## config.mk

```make
export PLATFORM = sky130hd
export DESIGN_NAME = pipelined_multiplier
export DESIGN_NICKNAME = d
export VERILOG_FILES = /design/src/rtl/pipelined_multiplier_pkg.sv /design/src/rtl/pipelined_multiplier_sign_extender.sv /design/src/rtl/pipelined_multiplier.sv
export SDC_FILE = /design/constraint.sdc
export NUM_CORES = 2
export LEC_CHECK = 0
export CORE_ASPECT_RATIO = 1.1
export CORE_MARGIN = 2
export CORE_UTILIZATION = 66
export DETAILED_ROUTE_END_ITERATION = 12
export PLACE_DENSITY_LB_ADDON = 0.2
export SLEW_MARGIN = 10
export SYNTH_ARGS = -nofsm -noshare
export SYNTH_HDL_FRONTEND = slang
export SYNTH_HIERARCHICAL = 1
export SYNTH_SLANG_ARGS = --single-unit
```

## constraint.sdc

```tcl
create_clock -name clk -period 8.99 [get_ports clk]
set_clock_uncertainty 0.05 [all_clocks]
set_input_delay 2.2475 -clock clk [delete_from_list [all_inputs] [get_ports clk]]
set_output_delay 2.2475 -clock clk [all_outputs]
set_load 0.02 [all_outputs]
```

## src/rtl/pipelined_multiplier_pkg.sv

```systemverilog
// Shared op encoding and operand/result decode helpers for the MUL/DIV lane.
// Encodings follow the RISC-V funct3 values of the M-extension multiplies.
package MulDivTypes;

  typedef enum logic [1:0] {
    MUL    = 2'b00,
    MULH   = 2'b01,
    MULHSU = 2'b10,
    MULHU  = 2'b11
  } MulCode;

  function automatic logic mulOp1Signed(input MulCode op);
    return op != MULHU;
  endfunction

  function automatic logic mulOp2Signed(input MulCode op);
    return (op == MUL) || (op == MULH);
  endfunction

  function automatic logic mulSelectHigh(input MulCode op);
    return op != MUL;
  endfunction

endpackage

```

## src/rtl/pipelined_multiplier_sign_extender.sv

```systemverilog
// Widens one multiplier operand by a single bit so that signed and unsigned
// operands can share one signed (WIDTH+1)x(WIDTH+1) multiplier.
module operand_sign_extender #(
  parameter int WIDTH = 32
) (
  input  logic [WIDTH-1:0] operand,
  input  logic             is_signed,
  output logic [WIDTH:0]   extended
);

  assign extended = {is_signed & operand[WIDTH-1], operand};

endmodule

```

## src/rtl/pipelined_multiplier.sv

```systemverilog
// Fully pipelined M-extension multiplier: registered operands, one signed multiply,
// then STAGES-1 product slices, all moving together under a single global stall.
module pipelined_multiplier
  import MulDivTypes::*;
#(
  parameter int WIDTH     = 32,
  parameter int STAGES    = 3,
  parameter int TAG_WIDTH = 6
) (
  input  logic                 clk,
  input  logic                 rst,
  input  logic                 flush,
  input  logic                 in_valid,
  output logic                 in_ready,
  input  MulCode               in_op,
  input  logic [WIDTH-1:0]     in_op1,
  input  logic [WIDTH-1:0]     in_op2,
  input  logic [TAG_WIDTH-1:0] in_tag,
  output logic                 out_valid,
  input  logic                 out_ready,
  output logic [WIDTH-1:0]     out_result,
  output logic [TAG_WIDTH-1:0] out_tag
);

  localparam int EXT_WIDTH  = WIDTH + 1;
  localparam int PROD_WIDTH = 2 * WIDTH + 2;
  localparam int SLICES     = (STAGES > 1) ? STAGES - 1 : 1;

  typedef struct packed {
    logic                 valid;
    logic                 sel_high;
    logic [TAG_WIDTH-1:0] tag;
    logic [EXT_WIDTH-1:0] op1;
    logic [EXT_WIDTH-1:0] op2;
  } operand_stage_t;

  typedef struct packed {
    logic                  valid;
    logic                  sel_high;
    logic [TAG_WIDTH-1:0]  tag;
    logic [PROD_WIDTH-1:0] product;
  } product_stage_t;

  logic                  advance;
  logic                  in_fire;
  logic [EXT_WIDTH-1:0]  ext_op1;
  logic [EXT_WIDTH-1:0]  ext_op2;
  logic                  feed_valid;
  logic                  feed_sel_high;
  logic [TAG_WIDTH-1:0]  feed_tag;
  logic [EXT_WIDTH-1:0]  mul_a;
  logic [EXT_WIDTH-1:0]  mul_b;
  logic [PROD_WIDTH-1:0] mul_product;
  product_stage_t        mul_feed;
  product_stage_t        slice [SLICES];
  product_stage_t        out_stage;
  logic                  unused_product_msbs;

  // Only a stalled, occupied output slice can hold the pipe, so out_ready reaches in_ready combinationally.
  assign advance  = !(out_valid && !out_ready);
  assign in_ready = advance;
  assign in_fire  = in_valid && advance;

  operand_sign_extender #(.WIDTH(WIDTH)) u_ext_op1 (
    .operand   (in_op1),
    .is_signed (mulOp1Signed(in_op)),
    .extended  (ext_op1)
  );

  operand_sign_extender #(.WIDTH(WIDTH)) u_ext_op2 (
    .operand   (in_op2),
    .is_signed (mulOp2Signed(in_op)),
    .extended  (ext_op2)
  );

  if (STAGES > 1) begin : g_operand_stage
    operand_stage_t op_stage;

    always_ff @(posedge clk) begin
      if (rst) begin
        op_stage <= '0;
      end else begin
        if (flush) begin
          op_stage.valid <= 1'b0;
        end else if (advance) begin
          op_stage.valid <= in_fire;
        end
        if (advance) begin
          op_stage.sel_high <= mulSelectHigh(in_op);
          op_stage.tag      <= in_tag;
          op_stage.op1      <= ext_op1;
          op_stage.op2      <= ext_op2;
        end
      end
    end

    assign feed_valid    = op_stage.valid;
    assign feed_sel_high = op_stage.sel_high;
    assign feed_tag      = op_stage.tag;
    assign mul_a         = op_stage.op1;
    assign mul_b         = op_stage.op2;
  end else begin : g_direct_feed
    assign feed_valid    = in_fire;
    assign feed_sel_high = mulSelectHigh(in_op);
    assign feed_tag      = in_tag;
    assign mul_a         = ext_op1;
    assign mul_b         = ext_op2;
  end

  // Operands are widened to the full product width so the multiply is exactly signed and lint-width clean.
  assign mul_product = $signed({{EXT_WIDTH{mul_a[WIDTH]}}, mul_a}) *
                       $signed({{EXT_WIDTH{mul_b[WIDTH]}}, mul_b});

  assign mul_feed = '{valid:    feed_valid,
                      sel_high: feed_sel_high,
                      tag:      feed_tag,
                      product:  mul_product};

  for (genvar s = 0; s < SLICES; s++) begin : g_slice
    product_stage_t src;

    if (s == 0) begin : g_first
      assign src = mul_feed;
    end else begin : g_next
      assign src = slice[s-1];
    end

    always_ff @(posedge clk) begin
      if (rst) begin
        slice[s] <= '0;
      end else begin
        if (flush) begin
          slice[s].valid <= 1'b0;
        end else if (advance) begin
          slice[s].valid <= src.valid;
        end
        if (advance) begin
          slice[s].sel_high <= src.sel_high;
          slice[s].tag      <= src.tag;
          slice[s].product  <= src.product;
        end
      end
    end
  end

  assign out_stage  = slice[SLICES-1];
  assign out_valid  = out_stage.valid;
  assign out_tag    = out_stage.tag;
  assign out_result = out_stage.sel_high ? out_stage.product[2*WIDTH-1:WIDTH]
                                         : out_stage.product[WIDTH-1:0];

  // The two product MSBs only exist to keep the signed multiply exact.
  assign unused_product_msbs = ^out_stage.product[PROD_WIDTH-1:2*WIDTH];

endmodule

```

== Word level (Yosys, flattened, before mapping) ==
Memory sizes are Yosys's and may differ from the RTL's.
Index checks and enable logic that the tools add are counted.
Widths: inputs -> output; s select.

* Memory bits (writable): 148
* Bits in registers: 74
* Output and inout port bits: 40
* Memories kept: 1
* Input port bits: 77

* Bitwise operators: 12
* Mux-type cells: 22
* Equality and inequality tests: 2
* Reductions and logical operators: 8
* Multipliers: 1

{| class="wikitable"
|+ Memory list
! name !! depth !! width !! rd ports !! clocked after Yosys merged registers in !! write ports !! RTL line !! RTL
|-
| slice || 2 || 74 || 2 || 0 || 2 || pipelined_multiplier.sv:55 || <nowiki>product_stage_t slice [SLICES];</nowiki>
|}

{| class="wikitable"
|+ Operators by type and width
! operator !! number
|-
| $mux 66 || 2
|-
| $mul 33x33->66 || 1
|-
| $mux 32 || 1
|-
| $mux 1 || 17
|-
| $mux 6 || 2
|-
| $or 1x1->1 || 10
|-
| $and 1x1->1 || 2
|-
| $eq 2x1->1 const B || 1
|-
| $logic_and 1x1->1 || 2
|-
| $logic_not 1->1 || 2
|-
| $logic_not 2->1 || 1
|-
| $ne 2x2->1 const B || 1
|-
| $reduce_bool 2->1 || 1
|-
| $reduce_or 2->1 || 1
|-
| $logic_or 1x1->1 || 1
|}

== Depth between registers and ports, before layout ==
* Depth after elaboration: 7
* Gate-level depth with buffers: 29
* Gate-level depth less buffers: 27

== By module ==
Netlist, hierarchy kept.

{| class="wikitable"
|+ Modules (own cells, without submodules)
! module !! cells each !! area each (um2) !! times used !! seq. area each (um2)
|-
| pipelined_multiplier || 4826 || 46400.8 || 1 || 5805.6
|-
| operand_sign_extender || 33 || 246.5 || 2 || 0.0
|}

== Worst setup path after synthesis ==
Ideal clock, no wire load.

* Path type: register to register
* Start point: register g_operand_stage.op_stage, in the netlist mul_a[32]
* End point: memory slice[0][60] (netlist name), data pin
* Arrival time: 7.918 ns
* Cell stages (with the launch flop): 29
* Slack: 0.756 ns
* Setup time: 0.266 ns
* Clock period less this slack: 8.234 ns
* Path through: dfxtp_1 clkbuf_1 nand2_1 inv_1 fa_1 inv_1 fa_1 inv_1 fa_1 inv_1 fa_1 inv_1 fa_1 fa_1 fa_1 inv_1 fa_1 inv_1 ha_1 clkbuf_1 a21o_1 a211oi_1 a21o_1 nor2_1 a22oi_1 a31oi_2 a31oi_1 xnor2_1 nor2_1

{| class="wikitable"
|+ RTL lines
! what !! RTL line !! RTL
|-
| start: declaration || pipelined_multiplier.sv:77 || <nowiki>operand_stage_t op_stage;</nowiki>
|-
| end: declaration || pipelined_multiplier.sv:55 ||
|}

==> run_results.csv <==
group,metric,value,unit
global_routing,use_met3,0.0419,
sta,rsz0062_at_grt,"no",
power_and_ir_drop,powerDensity,288,nW/um^2
floorplanning,die_area,73200,um^2
yosys,synth_area_per_cell,9.59,um^2
yosys,syn_area,46900,um^2
cts,cts_setup_buffers,0,
yosys,synth_area_leaders,"fa_1 48%, edfxtp_1 9.2%, inv_1 8.8%",
cts,cts_tree,"yes",
critical_path,cp_max_fo,29,
yosys,synth-seq-area-share,0.124,
yosys,synth_cell_types,67,
run,cap_violations,0,
finish,drive_gt1_frac,0.0473,
finish,fin_util,0.706,
global_routing,grt_pass1_wl,199000,um
sta,setup_viol,0,
detailed_routing,drtIter0Drc,2357,
placement,dpl.cell_count,5730,
critical_path,cp_data_required_time,9.24,ns
floorplanning,core,70300,um^2
detailed_routing,ant_nets,0,
min_path,hold_start,"feed_tag[2]",
floorplanning,ioPinCount,117,
yosys,synth_cells,4892,
sta,relSlewSlack,0.154,
critical_path,reg2reg_slack,0.26,ns
finish,final_common_cell,"fa_1",
critical_path,r2r_cells,26,
detailed_routing,drc_errors,0,
floorplanning,row_count,102,
critical_path,reg2reg_from,"mul_b[9]",
cts,cts_buffers,26,
detailed_routing,wl_per_cell,21.6,um
yosys,synth_top_cell_area_share,0.480,
global_routing,grt_use_met2,0.613,
yosys,synth_flop_cell,"edfxtp_1",
finish,syn2layout_area_growth,5.92,%
sta,worstMarginPinSlew,1.27,ns
yosys,async_reset_ff_frac,0,
finish,stdcell_count,5777,
finish,n_antenna_cell,0,
min_path,hold_depth,2,
floorplanning,initial_core_util,0.667,
min_path,min_to,"feed_tag[2]",
yosys,yosysTopAreaCell,"fa_1",
cts,clock_latency,0.58,ns
critical_path,cp.arrival,8.98,ns
critical_path,r2r_end,"slice[0][62]",
sta,drv_slew,0,
yosys,synth_nets,6306,
global_routing,grt_overflow_total,0,
critical_path,cp-start-kind,"flip-flop",
global_routing,grt_pass1_vias,36700,
cts,clk_pin_slew,0.06,ns
cts,root_buffer,"clkbuf_16",
floorplanning,fp.dieW,258,um
run_status,outcome,"completed",
cts,postCtsResizedCells,0,
min_path,hp-class,"reg -> reg",
sta,fin_crit_sh,0.971,
power_and_ir_drop,peakVddDrop,0.509,mV
detailed_routing,firstDrtPassIters,7,
sta,finalSetupTns,0,ns
yosys,synth_edf_count,144,
placement,place_hpwl,99900,um
global_routing,busiest_layer,"met2",
cts,holdBufCountCts,0,
detailed_routing,vias_per_cell,5.77,
global_routing,grt.total_usage,0.357,
cts,ctsHtreeMaxLevel,1,
placement,io_buffer_count,116,
detailed_routing,wirelength,125000,um
sta,final-hold-violation-count,0,
global_routing,antenna_found_initial,3,
sta,hold_slack,0.397,ns
cts,cts_sinks,218,
power_and_ir_drop,p_total,14300,uW
global_routing,grt_start_max_net_pins,91,
sta,fmax,115,MHz
detailed_routing,vias,33300,
yosys,yosys_warnings,6,
critical_path,worst-setup-path-type,"reg -> reg",
sta,layout_min_cycle_time,8.73,ns
power_and_ir_drop,leakagePower,0.0249,uW
finish,nets,6236,
finish,layout_common_cells,"1125 x fa_1, 1103 x inv_1, 707 x nand2_1",
global_routing,grtUsageMet1,0.431,
cts,cts_buffer_depth,3,
placement,gp_congestion,0.954,
critical_path,end_kind,"flip-flop",
floorplanning,die_h,284,um
yosys,ys_ff_latch,218,
## report_power, final
group	switching, uW	internal (uW)	total (uW)
clock network	490	685	1180
registers	126	1460	1590
logic	7110	4440	11600
total	7730	6590	14300
## stage by stage
step,worst slack (ns),area (um^2)
final,0.260,49700
after detailed placement,0.370,48700
after global placement,0.579,48700
after CTS,0.351,49700
after global routing,0.0425,49700
after floorplan,0.756,46900
## worst max-delay path by stage
stage / start / endpoint / slack [ns] / depth (start not counted)
finish: mul_b[9] / slice[0][62] / 0.26 / 26
CTS: mul_b[12] / slice[0][62] / 0.35 / 25
global route: mul_a[15] / slice[0][62] / 0.04 / 25
detailed placement: mul_b[12] / slice[0][62] / 0.37 / 25
floorplan: mul_a[32] / slice[0][60] / 0.76 / 28
global placement: mul_a[24] / slice[0][62] / 0.58 / 24
## area by class of cell
class / instances / area (um^2)
inverter: 1104 / 4150
fill: 5392 / 20700
clock buffer: 28 / 689
sequential: 218 / 5820
timing repair buffer: 233 / 2110
clock inverter: 19 / 262
tap: 936 / 1170
multi-input combinational: 3239 / 35500
## registers in the layout, summed over array words and instances, names as in the netlist
signal	count
feed_sel_high	1
feed_valid	1
mul_a	33
slice	144
mul_b	33
feed_tag	6
## critical path, stage by stage, from the launching register on
cell and delay [ns]:
dfxtp_1 0.59, buf_4 0.41, nand2_1 0.15, fa_1 0.56, fa_1 0.52, fa_1 0.54, inv_1 0.05, fa_1 0.50
inv_1 0.09, fa_1 0.54, inv_1 0.05, fa_1 0.41, fa_1 0.52, inv_1 0.05, fa_1 0.52, inv_1 0.05
ha_1 0.37, nand3_1 0.20, nor4_1 0.47, inv_1 0.08, a211oi_1 0.53, o22ai_1 0.24, o21ai_1 0.29, a221oi_2 0.14
o21ai_0 0.27, xnor2_1 0.16, nor2_1 0.07
## cells by family after synthesis
group | after synthesis | share of synthesized area
AOI/OAI and AO/OA | 270 | 0.0351
xor gates and xnor gates | 74 | 0.0138
adders and majority gates | 1337 | 0.537
buffers and inverters | 1435 | 0.121
DFF | 218 | 0.124
muxes | 33 | 0.00790
and+or+nand+nor | 1525 | 0.162
## per-layer routing
metal  share of wire  vias to the layer above
met1            0.35                    17300
met3           0.066                      517
li1                -                    14000
met2            0.51                     1541
met4           0.076                        2
met5         0.00010                        -
## Yosys cell counts (all sizes together) (2+ instances only)
cell     number
a21o         36
inv        1103
a2bb2oi       2
edfxtp      144
xnor2        48
xor2         26
a21boi        2
dfxtp        74
nand4        14
o21a          4
a22oi         2
nand2b       14
ha          212
buf          83
mux2         32
nor3b         3
nand2       707
and3         10
o221ai        3
o211ai        7
or3           6
a31oi         7
nor2b        29
o21bai       11
a221oi        3
o21ai        32
fa         1125
nand3        11
o41ai         2
nor4          6
o2111ai       2
clkbuf      248
nor2         80
or2           3
a211oi        5
o31ai         4
nor3         16
a21oi       136
and2        623
Power figures use the tool's default switching activity.
